File: config.mk
export PLATFORM = sky130hd
export DESIGN_NAME = wait_lfsr
export DESIGN_NICKNAME = d
export VERILOG_FILES = /design/src/rtl/tb_mem_slave_pkg.sv /design/src/rtl/tb_mem_slave_wait_lfsr.sv
export SDC_FILE = /design/constraint.sdc
export NUM_CORES = 1
export LEC_CHECK = 0
export ABC_AREA = 1
export CAP_MARGIN = 40
export CORE_MARGIN = 4
export CORE_UTILIZATION = 41
export DETAILED_ROUTE_END_ITERATION = 8
export PLACE_DENSITY_LB_ADDON = 0.1
export SLEW_MARGIN = 10
export SYNTH_ARGS = -nofsm -noshare
export SYNTH_HDL_FRONTEND = slang
export SYNTH_SLANG_ARGS = --single-unit
File: constraint.sdc
create_clock -name clock -period 1.3 [get_ports clock]
set_input_delay 0.195 -clock clock [delete_from_list [all_inputs] [get_ports clock]]
set_output_delay 0.195 -clock clock [all_outputs]
set_load 0.1 [all_outputs]
File: src/rtl/tb_mem_slave_pkg.sv
// Shared types and constants for the simulation memory slave: FSM states,
// memory-mapped I/O addresses, magic values and the wait-LFSR step function.
package tb_mem_slave_pkg;

    typedef enum logic [1:0] {
        ST_IDLE = 2'd0,
        ST_WAIT = 2'd1,
        ST_RESP = 2'd2
    } state_e;

    localparam logic [31:0] ADDR_CONSOLE = 32'h1000_0000;
    localparam logic [31:0] ADDR_PASS    = 32'h2000_0000;
    localparam logic [31:0] PASS_MAGIC   = 32'h075B_CD15;
    localparam logic [31:0] ERR_RDATA    = 32'hDEAD_BEEF;
    localparam logic [15:0] LFSR_SEED    = 16'hACE1;

    // Fibonacci step, taps 16,14,13,11 map to bits 15,13,12,10; shifts left.
    function automatic logic [15:0] lfsr_step(input logic [15:0] cur);
        return {cur[14:0], cur[15] ^ cur[13] ^ cur[12] ^ cur[10]};
    endfunction

endpackage

File: src/rtl/tb_mem_slave_wait_lfsr.sv
// Free-running 16-bit LFSR used to randomise per-transaction wait cycles.
module wait_lfsr
    import tb_mem_slave_pkg::*;
(
    input  logic        clock,
    input  logic        reset,
    output logic [15:0] value
);

    logic [15:0] lfsr_q;

    // Advance every cycle; an all-zero state is a lock-up, so reseed from it.
    always_ff @(posedge clock) begin
        if (reset) begin
            lfsr_q <= LFSR_SEED;
        end else if (lfsr_q == 16'h0000) begin
            lfsr_q <= LFSR_SEED;
        end else begin
            lfsr_q <= lfsr_step(lfsr_q);
        end
    end

    assign value = lfsr_q;

endmodule

==> summary.md, run 1 <==
| Metric | Value |
|---|---|
| Hold buffers post-CTS | `0` |
| Worst setup SP type | `register` |
| DR vias | `approximately 460` |
| CP endpoint | `value[1]$_SDFF_PP0_` |
| Element type at the critical path end | `register` |
| Peak supply drop | `0.00101 V` |
| Routed WL per cell | `roughly 13 um` |
| Longest Clk Path Bufs | `2` |
| Netlist Area Pre-Place | `approximately 570 um^2` |
| Tot GR Track Use | `0.139` |
| Final number of setup-violating endpoints | `0` |
| Final WL | `1240 um` |
| DR pass1 iterations | `4` |
| Critical Path AT | `1.29 ns` |
| CTS tree | `built` |
| Net Count, Synth | `66` |
| DRC viols | `0` |
| Cell Pwr Density | `around 1300 nW/um^2` |
| H-Tree Depth | `1` |
| FMAX | `a little under 0.9 GHz` |
| Max-slew violations | `0` |
| Post-CTS Setup Bufs | `0` |
| Clk_lat worst skew | `~0.28 ns` |
| Syn. warnings | `0` |
| Global-route wire length before repair | `between 1500 and 2000 um` |
| Initial antenna violation count | `0` |
| Clock-pin slew on the worst setup and hold paths | `~0.090 ns` |
| Initial core utilization | `0.437` |
| Yosys reg bits | `16` |
| Nets@finish | `88` |
| Final period util | `0.863` |
| Post-route cell area | `~960 um^2` |
| Sequential fraction of the synthesis area | `0.564` |
| Min Tclk post-route | `~1.1 ns` |
| Worst-margin pin slew | `0.298 ns` |
| Finished Layout Cells | `just under 100` |
| Hpwl dp | `between 900 and 1000 um` |
| Reg2Reg Launch Point | `value[12]$_SDFF_PP0_` |
| Die X-Extent | `approximately 45 um` |
| Max reg flops | `16` |
| R2R setup slack | `roughly 0.18 ns` |
| Area after DPL | `~940 um^2` |
| Required time worst endpoint | `between 1 and 1.5 ns` |
| Core footprint | `1300 um^2` |
| RSZ-0062 raised after global routing | `no` |
| Status | `completed` |
| Mapped Cells | `64` |
| GR Overflow Total | `0` |
| Rows | `13` |
| Hold Path Class | `register to register` |
| Synth unique cells | `11` |
| Routed Antenna Nets | `0` |
| Number of placed instances, taps included | `between 90 and 100` |
| Vias per std cell | `~4.7` |
| Avg Inst Size Synth | `between 8 and 9 um^2` |
| Worst setup startpoint | `value[12]$_SDFF_PP0_` |
| Post-Route Skew | `0.00803 ns` |
| TNS Setup | `0 ns` |
| Final Hold Vio Count | `0` |
| Die area | `slightly above 2000 um^2` |
| Layout cells sized above 1 | `0.464` |
| Slew HR | `0.800` |
| Root Driver | `clkbuf_4` |
| Max-cap violations | `0` |
| Reg2reg path depth | `6` |
| Layout fillers | `95` |
| Clock tree sinks | `16` |
| Area growth syn-to-layout | `68.9%` |
| DIE HEIGHT | `45.2 um` |
| Post-CTS Resized | `0` |
| Crit-path max FO | `9` |
| RR Endpoint | `value[1]$_SDFF_PP0_` |
| Commonest cells after routing, fill and taps aside | `16 x nor2_1, 16 x buf_12, 16 x dfxtp_2` |
| Ports | `18` |
| Pin count of the biggest net entering global routing | `10` |
| Initial DRC count | `4` |
| PortBufs | `17` |
| CP Class | `register to register` |
| # diodes | `0` |
| Vias in the first global route | `approximately 460` |
| GP Congestion | `around 0.67` |
| Static leakage | `0.442 nW` |
| Num CTS Buffers | `3` |
==> worst max-delay path, cell delays in order, from the launching register on <==
cell and delay, ns:
dfxtp_2 0.37, nor2_1 0.12, nand2_1 0.08, nor2_2 0.15
nand2_4 0.11, nand2_4 0.12, nor2_1 0.07
==> metal layers <==
layer	GRT usage	part of all wire
met4	0.0351	0.0048
met1	0.166	0.40
met2	0.229	0.52
met5	0	0
met3	0.0598	0.067
==> worst min-delay path by stage <==
stage | from | endpoint | slack [ns] | cells after the start
detailed placement | value[11]$_SDFF_PP1_ | value[12]$_SDFF_PP0_ | 0.45 | 2
floorplan | reset | value[0]$_SDFF_PP1_ | 0.46 | 2
global placement | value[3]$_SDFF_PP0_ | value[4]$_SDFF_PP0_ | 0.44 | 2
global route | value[3]$_SDFF_PP0_ | value[4]$_SDFF_PP0_ | 0.49 | 2
finish | value[3]$_SDFF_PP0_ | value[4]$_SDFF_PP0_ | 0.46 | 2
CTS | value[11]$_SDFF_PP1_ | value[12]$_SDFF_PP0_ | 0.46 | 2
==> cells in the mapped netlist, drive strengths merged <==
cell | instances | share of area
nor2 | 18 | 0.13
nand2 | 9 | 0.086
inv | 8 | 0.053
nand3 | 1 | 0.0088
nand3b | 7 | 0.093
clkinv | 1 | 0.0066
dfxtp | 16 | 0.56
xor2 | 2 | 0.031
xnor2 | 2 | 0.031
==> area by class of cell <==
cell class,count,area (um^2),share of cell area
Clock buffer,3,22.5,0.0235
Inverter,9,33.8,0.0352
Multi-Input combinational cell,39,214,0.223
Sequential cell,16,340,0.355
Tap cell,15,18.8,0.0196
Timing Repair Buffer,17,330,0.344
==> power by group <==
group / total (mW) / switching [mW] / internal, mW
logic: 0.445 / 0.288 / 0.156
clock network: 0.250 / 0.143 / 0.107
registers: 0.582 / 0.0510 / 0.531
==> stage by stage <==
step / hold WS (ns) / setup WS, ns / power (mW) / utilization
finish: 0.459 / 0.178 / 1.28 / 0.738
global route: 0.494 / 0.0962 / 1.33 / 0.738
CTS: 0.464 / 0.165 / 1.28 / 0.738
detailed placement: 0.450 / -0.0203 / 1.04 / 0.720
global placement: 0.443 / 0.0420 / 1.04 / 0.720
floorplan: 0.457 / 0.0704 / 0.866 / -
==> cells by family (layout without fill, tap and decap cells) <==
logic type / Yosys count / in the layout / share of synthesized area
flops: 16 / 16 / 0.564
xor+xnor: 4 / 4 / 0.0617
buf+inv: 9 / 29 / 0.0595
simple gates: 35 / 35 / 0.315
Note: power is estimated with default switching activity, not from simulation.
==> inputs of run 2 (changes only) <==
CORE_MARGIN = unset   (was 4)
MAX_ROUTING_LAYER = met4   (was unset)
==> run 2 against run 1 <==
Power grew 5.3%. Non-clock buffer count is the same. First-iteration DRC count grew 25%. Maximum frequency grew 3.2%. Via count shrank 2.8%. Critical path type unchanged. Final cell count grew 1.0%. Sequential power is essentially flat. Global-route usage grew 4.6 points. Sequential share of layout area shrank 0.50 points. Die area shrank 25%. Clock power grew 28%. Combinational power is essentially flat.
==> summary.md, run 2 (synthesis gave the netlist of run 1 again) <==
| Metric | Value |
|---|---|
| Rows | `13 (unchanged)` |
| # diodes | `0 (unchanged)` |
| Die X-Extent | `39.2 um (-13%)` |
| Final number of setup-violating endpoints | `0 (unchanged)` |
| Min Tclk post-route | `1.09 ns (-0.0349 ns)` |
| Initial core utilization | `0.437 (unchanged)` |
| Post-route cell area | `973 um^2 (+1.4%)` |
| Crit path buf inv count | `0 (unchanged)` |
| Global-route wire length before repair | `1660 um (-17%)` |
| GP Congestion | `0.708 (+5.7%)` |
| Post-Route Skew | `0.00156 ns (-0.00647 ns)` |
| Max-slew violations | `0 (unchanged)` |
| Hold Path Class | `register to register` |
| Hold buffers post-CTS | `0 (unchanged)` |
| Final Hold Vio Count | `0 (unchanged)` |
| Final period util | `0.836 (-0.0268)` |
| FMAX | `0.920 GHz (+3.2%)` |
| R2R setup slack | `0.21 ns (+0.03 ns)` |
| Layout cells sized above 1 | `0.471 (+0.00630)` |
| Finished Layout Cells | `100 (+1.0%)` |
| Worst-margin pin slew | `0.279 ns (-0.0192 ns)` |
| Register area | `340 um^2 (unchanged)` |
| DR pass1 iterations | `4 (unchanged)` |
| Worst path slowest cell | `dfxtp_2` |
| Cell Pwr Density | `1380 nW/um^2 (+3.8%)` |
| CP Class | `register to register` |
| RSZ-0062 raised after global routing | `no` |
| Hpwl dp | `833 um (-13%)` |
| Longest Clk Path Bufs | `2 (unchanged)` |
| Initial antenna violation count | `0 (unchanged)` |
| Clock tree sinks | `16 (unchanged)` |
| Vias per std cell | `4.51 (-3.8%)` |
| Post-CTS Setup Bufs | `0 (unchanged)` |
| Max incr delay on CP | `0.37 ns (about the same)` |
| CTS tree | `built` |
| Crit-path max FO | `9 (unchanged)` |
| Final core occ | `0.748 (+0.0106)` |
| DR WL met3 | `56 um (-33%)` |
| Max reg flops | `16 (unchanged)` |
| Pin count of the biggest net entering global routing | `10 (unchanged)` |
| Status | `completed` |
| H-Tree Depth | `1 (unchanged)` |
| DRC viols | `0 (unchanged)` |
| Max-cap violations | `0 (unchanged)` |
| Layout fillers | `91 (-4.2%)` |
| PortBufs | `17 (unchanged)` |
| Static leakage | `0.449 nW (+1.6%)` |
| Footprint of the multi-input gates | `214 um^2 (unchanged)` |
| Die area | `1540 um^2 (-25%)` |
| Area after DPL | `937 um^2 (unchanged)` |
| Worst setup SP type | `register` |
| Vias in the first global route | `382 (-17%)` |
| DR vias | `451 (-2.8%)` |
| Clk_lat worst skew | `0.28 ns (about the same)` |
| Peak supply drop | `0.000852 V (-15%)` |
| Num CTS Buffers | `3 (unchanged)` |
| Routed WL per cell | `10.8 um (-14%)` |
| Critical path, cell by cell | `nor2_1 -> nand2_1 -> nor2_2 -> nand2_4 -> nand2_4 -> nor2_1` |
| Routed Antenna Nets | `0 (unchanged)` |
| Critical Path AT | `1.27 ns (-0.02 ns)` |
| Clock-pin slew on the worst setup and hold paths | `0.09 ns (about the same)` |
| Core footprint | `1300 um^2 (unchanged)` |
| Post-CTS Resized | `0 (unchanged)` |
| Met2 Wirelength | `501 um (-22%)` |
| Required time worst endpoint | `1.48 ns (about the same)` |
| Ports | `18 (unchanged)` |
| Root Driver | `clkbuf_4` |
| Number of placed instances, taps included | `96 (unchanged)` |
| Commonest cells after routing, fill and taps aside | `16 x nor2_1, 16 x buf_12, 16 x dfxtp_2` |
| Initial DRC count | `5 (+1)` |
| TNS Setup | `0 ns (unchanged)` |
| Tot GR Track Use | `0.185 (+0.0460)` |
| Nets@finish | `88 (unchanged)` |
| Max Used Layer | `met4` |
| Area growth syn-to-layout | `71.4%` |
| GR Overflow Total | `0 (unchanged)` |
| DIE HEIGHT | `39.2 um (-13%)` |
| WL met1 | `499 um (-0.40%)` |
| Total power | `1.35 mW (+5.3%)` |
| Slew HR | `0.813 (+0.0129)` |
| Element type at the critical path end | `register` |
| Top Family by Delay on Critical Path | `simple AND/OR/NAND/NOR gates` |
| Final WL | `1080 um (-13%)` |
==> run 2: cell types whose count changed in the layout (fill, tap and decap cells not counted), sizes merged <==
cell,change
clkbuf,+1
==> run 2: tightest hold or removal path, stage by stage, from the launching register on <==
cell and delay (ns):
dfxtp_2 0.35, inv_1 0.05, nor2_1 0.03
==> run 2: final timing paths <==
| path | start | cells past startpoint | end |
|---|---|---|---|
| hold reg to reg | value[11]$_SDFF_PP1_ | 2 | value[12]$_SDFF_PP0_ |
| hold / removal | value[11]$_SDFF_PP1_ | 2 | value[12]$_SDFF_PP0_ |
| setup reg to reg | value[12]$_SDFF_PP0_ | 6 | value[8]$_SDFF_PP0_ |
| setup / recovery | value[12]$_SDFF_PP0_ | 6 | value[8]$_SDFF_PP0_ |
==> run 2: metrics by stage <==
stage / hold WS [ns] / worst slack [ns]
after floorplan: 0.457 / 0.0704
after global placement: 0.444 / 0.0419
after detailed placement: 0.447 / 0.0247
after CTS: 0.460 / 0.196
after global routing: 0.476 / 0.104
final: 0.460 / 0.213
==> run 2: power breakdown <==
| part | total (mW) | internal (mW) | switching, mW |
|---|---|---|---|
| Combinational | 0.444 | 0.156 | 0.287 |
| Clock | 0.320 | 0.171 | 0.150 |
| Sequential | 0.581 | 0.531 | 0.0500 |
==> run 2: layer usage <==
metal  vias up  global-route usage
li1        234                   -
met1       199               0.199
met2        13               0.267
met3         5               0.104
met4         0               0.103
met5         -                   -
==> run 2: layout make-up <==
type	instances	share of cell area
repair buffers	17	0.339
multi-input cells	39	0.220
well taps	15	0.0193
clock buffers	4	0.0373
flip-flops and latches	16	0.350
inverters	9	0.0347
==> inputs of run 3 (changes only) <==
clock period = 1.1 ns   (was 1.3 ns; I/O delays follow)
==> run 3 against run 2 <==
Power up 16%. Register-to-register slack got worse by 0.15 ns. Combinational power up 34%. Cell area rose by 17%. Flip-flop and latch count is the same. Critical path depth down 4. Sequential power is 14% higher. Global-route usage rose by 0.46 points. First-iteration DRC count is 40% lower. Clock-buffer cell count fell by 1.
==> summary.md, run 3 (synthesis gave the netlist of run 1 again) <==
| Metric | Value |
|---|---|
| Setup WS post-layout | `0.0188 ns (-0.194 ns)` |
| CTS tree | `built` |
| Comb power frac | `0.382 (+0.052)` |
| Min Tclk post-route | `approximately 1.1 ns` |
| Core footprint | `1300 um^2 (unchanged)` |
| Commonest cells after routing, fill and taps aside | `16 x buf_12, 16 x dfxtp_4, 12 x nor2_1` |
| Max-cap violations | `0 (unchanged)` |
| CP Class | `register to primary output` |
| Max incr delay on CP | `0.36 ns (about the same)` |
| Final period util | `0.983` |
| Global-route wire length before repair | `1790 um (+7.5%)` |
| Switch share | `0.381 (+0.0194)` |
| Pre-CTS setup slack | `-0.0514 ns (-0.0762 ns)` |
| Finished Layout Cells | `111 (+11%)` |
| PortBufs | `17 (unchanged)` |
| Int Pwr | `0.964 mW (+12%)` |
| Critical path, cell by cell | `buf_6 -> buf_12` |
| RSZ-0062 raised after global routing | `yes` |
| Pin count of the biggest net entering global routing | `10 (unchanged)` |
| Worst path slowest cell | `dfxtp_4` |
| Number of placed instances, taps included | `102 (+6.3%)` |
| Layout fillers | `65 (-29%)` |
| HP Start | `value[2]$_SDFF_PP0_` |
| Status | `completed` |
| # diodes | `0 (unchanged)` |
| Initial antenna violation count | `0 (unchanged)` |
| H-Tree Depth | `1 (unchanged)` |
| DIE HEIGHT | `39.2 um (unchanged)` |
| Root Driver | `clkbuf_4` |
| Reg2Reg Launch Point | `value[10]$_SDFF_PP1_` |
| Worst setup SP type | `register` |
| Initial DRC count | `3 (-2)` |
| Hold Crit Depth | `2 (unchanged)` |
| Slew HR | `0.842 (+0.0287)` |
| Routed WL per cell | `11.5 um (+6.8%)` |
| Crit-path max FO | `2 (-7)` |
| Post-Route Skew | `0.00898 ns (+0.00742 ns)` |
| Area growth syn-to-layout | `100%` |
| Longest Clk Path Bufs | `2 (unchanged)` |
| Nets@finish | `100 (+14%)` |
| Die X-Extent | `39.2 um (unchanged)` |
| Num CTS Buffers | `3 (unchanged)` |
| Reg2reg path depth | `6 (unchanged)` |
| Routed Antenna Nets | `0 (unchanged)` |
| Clk_lat worst skew | `0.29 ns (about the same)` |
| Final Hold Vio Count | `0 (unchanged)` |
| DR pass1 iterations | `4 (unchanged)` |
| Element type at the critical path end | `primary output` |
| Hold Path Class | `register to register` |
| GR Overflow Total | `0 (unchanged)` |
| Layout cells sized above 1 | `0.583 (+0.113)` |
| Final number of setup-violating endpoints | `0 (unchanged)` |
| Hpwl dp | `904 um (+8.5%)` |
| Ports | `18 (unchanged)` |
| DR vias | `513 (+14%)` |
| Hold path endpoint | `value[3]$_SDFF_PP0_` |
| Max-slew violations | `0 (unchanged)` |
| Static leakage | `0.509 nW (+14%)` |
| Final WL | `1280 um (+19%)` |
| R2R setup slack | `0.06 ns (-0.15 ns)` |
| DRC viols | `0 (unchanged)` |
| Vias in the first global route | `406 (+6.3%)` |
| NetSw | `0.595 mW (+22%)` |
| Rows | `13 (unchanged)` |
| Vias per std cell | `4.62 (+2.5%)` |
| Worst-margin pin slew | `0.236 ns (-0.0428 ns)` |
| Die area | `1540 um^2 (unchanged)` |
| Peak supply drop | `0.00121 V (+43%)` |
| Hold buffers post-CTS | `0 (unchanged)` |
| Required time worst endpoint | `0.94 ns (-0.54 ns)` |
| Initial core utilization | `0.437 (unchanged)` |
| Cell Pwr Density | `1370 nW/um^2 (-0.69%)` |
| Clock-pin slew on the worst setup and hold paths | `0.09 ns (about the same)` |
| Clock tree sinks | `16 (unchanged)` |
| Reg power frac | `0.424 (-0.008)` |
| FMAX | `~0.92 GHz` |
| Max reg flops | `16 (unchanged)` |
| GP Congestion | `0.756 (+6.7%)` |
| Tot GR Track Use | `0.190 (+0.00461)` |
| Critical Path AT | `0.92 ns (-0.35 ns)` |
| RR Endpoint | `value[8]$_SDFF_PP0_` |
| Clk network pwr share | `0.194 (-0.044)` |
## run 3: power groups by stage
stage | combinational [mW] | sequential, mW | clock, mW
floorplan | 0.0642 | 0.942 | 0
global route | 0.617 | 0.667 | 0.336
CTS | 0.569 | 0.660 | 0.314
global placement | 0.567 | 0.660 | 0
detailed placement | 0.571 | 0.663 | 0
finish | 0.595 | 0.662 | 0.302
## run 3: area by class of cell
| cell class | instances | area [um^2] | share of cell area |
|---|---|---|---|
| tap | 15 | 18.8 | 0.0165 |
| multi-input combinational | 40 | 256 | 0.226 |
| clock buffer | 3 | 22.5 | 0.0198 |
| sequential | 16 | 380 | 0.335 |
| inverter | 9 | 33.8 | 0.0297 |
| timing repair buffer | 28 | 424 | 0.373 |
## run 3: critical path: cells and delay by family (launching register included)
kind / cells / cell delay [ns]
flip-flops: 1 / 0.36
buffers and inverters: 2 / 0.26
## run 3: worst max path at each step
stage / end / cells after the start / start
final: value[15] / 2 / value[15]$_SDFF_PP1_
after global routing: value[15] / 2 / value[15]$_SDFF_PP1_
after CTS: value[13] / 2 / value[13]$_SDFF_PP1_
after detailed placement: value[7]$_SDFF_PP1_ / 4 / reset
after global placement: value[7]$_SDFF_PP1_ / 4 / reset
after floorplan: value[12]$_SDFF_PP0_ / 6 / value[15]$_SDFF_PP1_
## run 3: repair_timing
item                                    in CTS  in global routing
pin swaps                                    0                  8
endpoints found under the setup margin       5                 12
buffers inserted                             2                  5
gates resized for setup                      3                  9
cloned                                       0                  1
## run 3: metal layers
layer	GRT usage	vias up	routed length [um]
met2	0.283	15	612
met3	0.0867	2	62
met1	0.230	234	593
met4	0.0517	0	13
li1	-	262	-
met5	-	-	0
## run 3: through the flow
step / hold WS [ns] / TNS (ns) / util / power [mW] / instance area, um^2
floorplan: 0.423 / -0.0694 / - / 1.01 / 628
global placement: 0.454 / -0.131 / 0.786 / 1.23 / 1020
detailed placement: 0.457 / -0.360 / 0.786 / 1.23 / 1020
CTS: 0.471 / 0 / 0.812 / 1.54 / 1060
global route: 0.482 / -0.0719 / 0.873 / 1.62 / 1140
finish: 0.473 / 0 / 0.873 / 1.56 / 1140
